===== config.mk =====
export PLATFORM = sky130hd
export DESIGN_NAME = axi_crc_framer
export DESIGN_NICKNAME = d
export VERILOG_FILES = /design/src/rtl/axi_crc_framer.sv
export SDC_FILE = /design/constraint.sdc
export NUM_CORES = 1
export LEC_CHECK = 0
export CAP_MARGIN = 10
export CORE_ASPECT_RATIO = 0.9
export CORE_MARGIN = 3
export CORE_UTILIZATION = 53
export CTS_CLUSTER_DIAMETER = 120
export DETAILED_ROUTE_END_ITERATION = 7
export DONT_BUFFER_PORTS = 1
export PLACE_DENSITY = 0.68
export SYNTH_ARGS = -nofsm -noshare
export SYNTH_HDL_FRONTEND = slang
export SYNTH_SLANG_ARGS = --single-unit

===== constraint.sdc =====
create_clock -name clk -period 1.8 [get_ports clk]
set_clock_uncertainty 0.05 [all_clocks]
set_input_delay 0.36 -clock clk [delete_from_list [all_inputs] [get_ports clk]]
set_output_delay 0.36 -clock clk [all_outputs]
set_load 0.01 [all_outputs]

===== src/rtl/axi_crc_framer.sv =====
// AXI-Stream CRC-16 framer: passes payload bytes through a single output register and
// appends a two-byte CRC (high byte first) after every packet, moving tlast to the CRC
// low byte. Counts packets fully accepted downstream.
module axi_crc_framer #(
  parameter logic [15:0] CRC_INIT = 16'hFFFF,
  parameter logic [15:0] CRC_POLY = 16'h1021
) (
  input  logic        clk,
  input  logic        rst,
  // upstream payload stream
  input  logic [7:0]  s_axi_tdata,
  input  logic        s_axi_tvalid,
  output logic        s_axi_tready,
  input  logic        s_axi_tlast,
  // downstream framed stream
  output logic [7:0]  m_axi_tdata,
  output logic        m_axi_tvalid,
  input  logic        m_axi_tready,
  output logic        m_axi_tlast,
  output logic [15:0] pkt_count
);

  typedef enum logic [1:0] {StPass, StCrcHi, StCrcLo} state_e;

  state_e      state_q, state_d;
  logic [15:0] crc_q, crc_d;
  logic [7:0]  m_tdata_q, m_tdata_d;
  logic        m_tvalid_q, m_tvalid_d;
  logic        m_tlast_q, m_tlast_d;
  logic [15:0] pkt_count_q, pkt_count_d;
  logic        load_en;

  // MSB-first CRC update over one byte, no reflection.
  function automatic logic [15:0] crc_next(input logic [15:0] crc, input logic [7:0] data);
    logic [15:0] c;
    c = crc ^ {data, 8'h00};
    for (int i = 0; i < 8; i++) begin
      if (c[15]) c = {c[14:0], 1'b0} ^ CRC_POLY;
      else       c = {c[14:0], 1'b0};
    end
    return c;
  endfunction

  // Output register may load when empty or when its current byte is being taken.
  assign load_en      = !m_tvalid_q || m_axi_tready;
  assign s_axi_tready = !rst && (state_q == StPass) && load_en;

  // Next-state, CRC, output register and packet counter.
  always_comb begin
    state_d     = state_q;
    crc_d       = crc_q;
    m_tdata_d   = m_tdata_q;
    m_tvalid_d  = m_tvalid_q;
    m_tlast_d   = m_tlast_q;
    pkt_count_d = pkt_count_q;

    if (m_tvalid_q && m_axi_tready && m_tlast_q) begin
      pkt_count_d = pkt_count_q + 16'd1;
    end

    if (load_en) begin
      unique case (state_q)
        StPass: begin
          if (s_axi_tvalid) begin
            m_tdata_d  = s_axi_tdata;
            m_tlast_d  = 1'b0;
            m_tvalid_d = 1'b1;
            crc_d      = crc_next(crc_q, s_axi_tdata);
            if (s_axi_tlast) state_d = StCrcHi;
          end else begin
            m_tvalid_d = 1'b0;
          end
        end
        StCrcHi: begin
          m_tdata_d  = crc_q[15:8];
          m_tlast_d  = 1'b0;
          m_tvalid_d = 1'b1;
          state_d    = StCrcLo;
        end
        StCrcLo: begin
          m_tdata_d  = crc_q[7:0];
          m_tlast_d  = 1'b1;
          m_tvalid_d = 1'b1;
          crc_d      = CRC_INIT;
          state_d    = StPass;
        end
        default: state_d = StPass;
      endcase
    end
  end

  // State registers with synchronous reset; a reset drops any partial frame.
  always_ff @(posedge clk) begin
    if (rst) begin
      state_q     <= StPass;
      crc_q       <= CRC_INIT;
      m_tdata_q   <= 8'h00;
      m_tvalid_q  <= 1'b0;
      m_tlast_q   <= 1'b0;
      pkt_count_q <= 16'h0000;
    end else begin
      state_q     <= state_d;
      crc_q       <= crc_d;
      m_tdata_q   <= m_tdata_d;
      m_tvalid_q  <= m_tvalid_d;
      m_tlast_q   <= m_tlast_d;
      pkt_count_q <= pkt_count_d;
    end
  end

  assign m_axi_tdata  = m_tdata_q;
  assign m_axi_tvalid = m_tvalid_q;
  assign m_axi_tlast  = m_tlast_q;
  assign pkt_count    = pkt_count_q;

endmodule


==> results of run 1 <==
worst paths after layout:
check | startpoint | endpoint | slack (ps) | cells past startpoint
hold / removal | rst | m_axi_tvalid | 70 | 1
setup reg to reg | state_q[1] | crc_q[14] | 120 | 6
hold reg to reg | m_axi_tdata[7] | m_axi_tdata[7] | 440 | 2
setup / recovery | state_q[1] | s_axi_tready | 80 | 4
power groups by stage:
stage	Sequential, uW	Combinational, uW	Clock, uW
4_1_cts	1300	1090	655
3_3_place_gp	1320	1070	0
6_report	1300	1110	649
5_1_grt	1320	1230	704
3_5_place_dp	1320	1080	0
2_1_floorplan	1290	842	0
per-layer routing:
layer / part of all wire, % / up-vias
met5: 0 / -
met4: 0.64 / 0
met3: 5.5 / 4
met2: 42 / 38
met1: 51 / 795
li1: - / 898
area by class of cell:
cell class	count	area, um2
Multi-Input combinational cell	181	1260
Timing Repair Buffer	26	195
Fill cell	354	1350
Tap cell	46	57.6
Sequential cell	44	882
Clock buffer	7	86.3
Clock inverter	1	7.51
Inverter	6	22.5
what timing repair did:
item                                    CTS  global route
gates resized for setup                   1             5
cloned                                    0             0
endpoints found under the setup margin    1            19
sequential cells by signal, indices dropped and copies added, names as in the netlist:
name and count:
crc_q 16, m_axi_tdata 8, m_axi_tlast 1, m_axi_tvalid 1, pkt_count 16, state_q 2
critical path, stage by stage (launching register included):
cell and delay (ps):
dfxtp_2 350, inv_1 80, ha_2 220, nor3b_4 220, buf_4 150
per-stage QoR:
| step | total power, uW | instance area [um2] | hold WS [ps] | setup slack [ps] | utilization, % |
|---|---|---|---|---|---|
| after floorplan | 2140 | 2220 | 431 | 76.7 | - |
| after global placement | 2390 | 2390 | 384 | 146 | 62.0 |
| after detailed placement | 2400 | 2390 | 387 | 80.0 | 62.0 |
| after CTS | 3050 | 2490 | 71.1 | 9.94 | 64.6 |
| after global routing | 3260 | 2510 | 60.2 | 20.1 | 65.0 |
| final | 3060 | 2510 | 72.5 | 75.4 | 65.0 |
Yosys cell counts (2+ instances only):
master,count,area (um2)
o21ai_0,3,15.0
nand2_1,23,86.3
buf_2,3,15.0
a2bb2oi_1,8,70.1
xor2_1,12,105
ha_1,8,100
nand2b_1,7,43.8
dfxtp_1,44,881
nor4_1,2,12.5
nand3_1,4,20.0
a21oi_1,16,80.1
nor2b_1,2,12.5
xnor2_1,22,193
nand4_1,5,31.3
inv_1,6,22.5
nor3_1,3,15.0
and3_1,3,18.8
o211ai_1,8,60.1
and4_1,3,26.3
a22oi_1,8,60.1
buf_6,2,22.5
mux2i_1,4,40.0
or2_2,2,12.5
o22ai_1,7,43.8
or3_1,3,18.8
nor2_1,13,48.8
clkbuf_1,10,37.5
kinds of logic after synthesis:
group           share of synthesized area, %
xor+xnor                                13.4
mux                                     1.81
flops                                   39.7
fa+ha+maj                               4.51
compound gates                          16.8
simple gates                            19.4
buf+inv                                 4.40
==> impl_summary.log, run 1 <==
[metrics] outcome: completed
[metrics] boundary pin count: 40
[metrics] net switching fraction of the power: 34.2%
[metrics] post-CTS setup-driven buffer insertion count: 0
[metrics] sequential fraction of design power: 42.5%
[metrics] power share of the clock group: 21.2%
[metrics] P_sw: 1040 uW
[metrics] grt total ovfl: 0
[metrics] # nets final: 285
[metrics] class of the most critical setup path: flip-flop to primary output
[metrics] async set or reset register ratio after synthesis: 0%
[metrics] global-route wire length before repair: 7780 um
[metrics] total wirelength of the detailed-routed design: 4820 um
[metrics] hold violation total from the final report: 0
[metrics] prevailing post-synth register cell: dfxtp_1
[metrics] gr busiest metal: met1
[metrics] Placer Congestion: 0.792
[metrics] vias in the first global route: 1589
[metrics] transition time at the pin with the least slew margin: 444 ps
[metrics] hold buffer count at cts: 0
[metrics] mean instance size in the synthesized netlist: 9.01 um2
[metrics] pwr dens: 1220 mW/mm2
[metrics] Static Leak: 0.000945 uW
[metrics] distinct cell type count after synthesis: 42
[metrics] post-synthesis cell area: 0.00222 mm2
[metrics] count of mapped cells out of synthesis: 246
[metrics] GRT Resource Usage Total: 20.4%
[metrics] top library cells by usage in the layout, fill and taps aside: dfxtp_1, buf_4, nand2_1, xnor2_1, a21oi_1
[metrics] number of enable flip-flop cells after synthesis: 0
[metrics] maximum clock rate: 580 MHz
[metrics] GR Layer Usage met3: 4.61%
[metrics] initial antenna violation count: 0
[metrics] die outline area: 0.00500 mm2
[metrics] initial cell density of the core: 57.4%
[metrics] violation count after the first detailed-routing iteration: 76
[metrics] highest net fanout along the worst path: 5
[metrics] row cnt: 21
[metrics] share of cells above drive strength 1: 17.7%
[metrics] Area Overhead vs Synth: 13.2%
[metrics] met1 global-route usage: 31.1%
[metrics] IO Port Bufs: 0
[metrics] root buffer selected by CTS: clkbuf_8
[metrics] TritonCTS Buffers: 5
[metrics] post-DR vias/cell: 5.58
[metrics] global routing met2 resource utilization: 28.5%
[metrics] CTS max path bufs: 2
[metrics] clk_lat worst skew: 290 ps
[metrics] number of flip-flops and latches in the synthesized netlist: 44
[metrics] total negative slack for setup checks: 0 ps
[metrics] fraction of the yosys area taken by sequential cells: 39.7%
[metrics] internal power component: 2010 uW
[metrics] sort of element at the start of the critical path: flip-flop
[metrics] type of the most critical hold path: input pin to flip-flop
[metrics] relative slew slack: 70.2%
[metrics] DIE WIDTH: 74.2 um
[metrics] drt pass-1 iters: 4
[metrics] time the worst path needs with I/O delays and setup: 1720 ps
[metrics] required time at the worst-slack endpoint: 1390 ps
[metrics] Max VDD drop: 603 uV
[metrics] number of clock sinks: 44
[metrics] synthesized netlist net count: 267
[metrics] final instance count without filler cells: 311
[metrics] Arr. time, crit path: 1310 ps
[metrics] Detailed Place HPWL: 3540 um
[metrics] setup violators final: 0
[metrics] pin count of the biggest net entering global routing: 39
[metrics] Ant. Diodes: 0
[metrics] number of pins with negative max-slew slack in the final report: 0
[metrics] number of vias in the routed layout: 1735
[metrics] most common cell after layout, fill and taps aside: dfxtp_1
[metrics] clock slew at reported path FFs: 80 ps
[metrics] sort of element at the end of the critical path: primary output
[metrics] depth of the CTS H-tree: 2
[metrics] Period Utilization, post-route: 95.8%
[metrics] proportion of power drawn by combinational gates: 36.3%
[metrics] number of max-cap violations: 0
[metrics] total placed cells including tap cells: 303
[metrics] antenna-violating nets left: 0
[metrics] number of synthesis warnings: 0
[metrics] Die Span Y: 67.4 um
[metrics] unrepaired setup endpoints after global routing: false
[metrics] clock tree from TritonCTS: built
[metrics] placeable core region: 0.00386 mm2
[metrics] average detailed-routed wire length per instance: 15.5 um
[metrics] Post-route DRC: 0
Note: power is estimated with default switching activity, not from simulation.
==> run 2: changes to the inputs <==
Settings changed: CTS_CLUSTER_SIZE set to 10.
==> results of run 2 <==
Same layout as run 1: the final DEF is identical, and so are final timing and power.
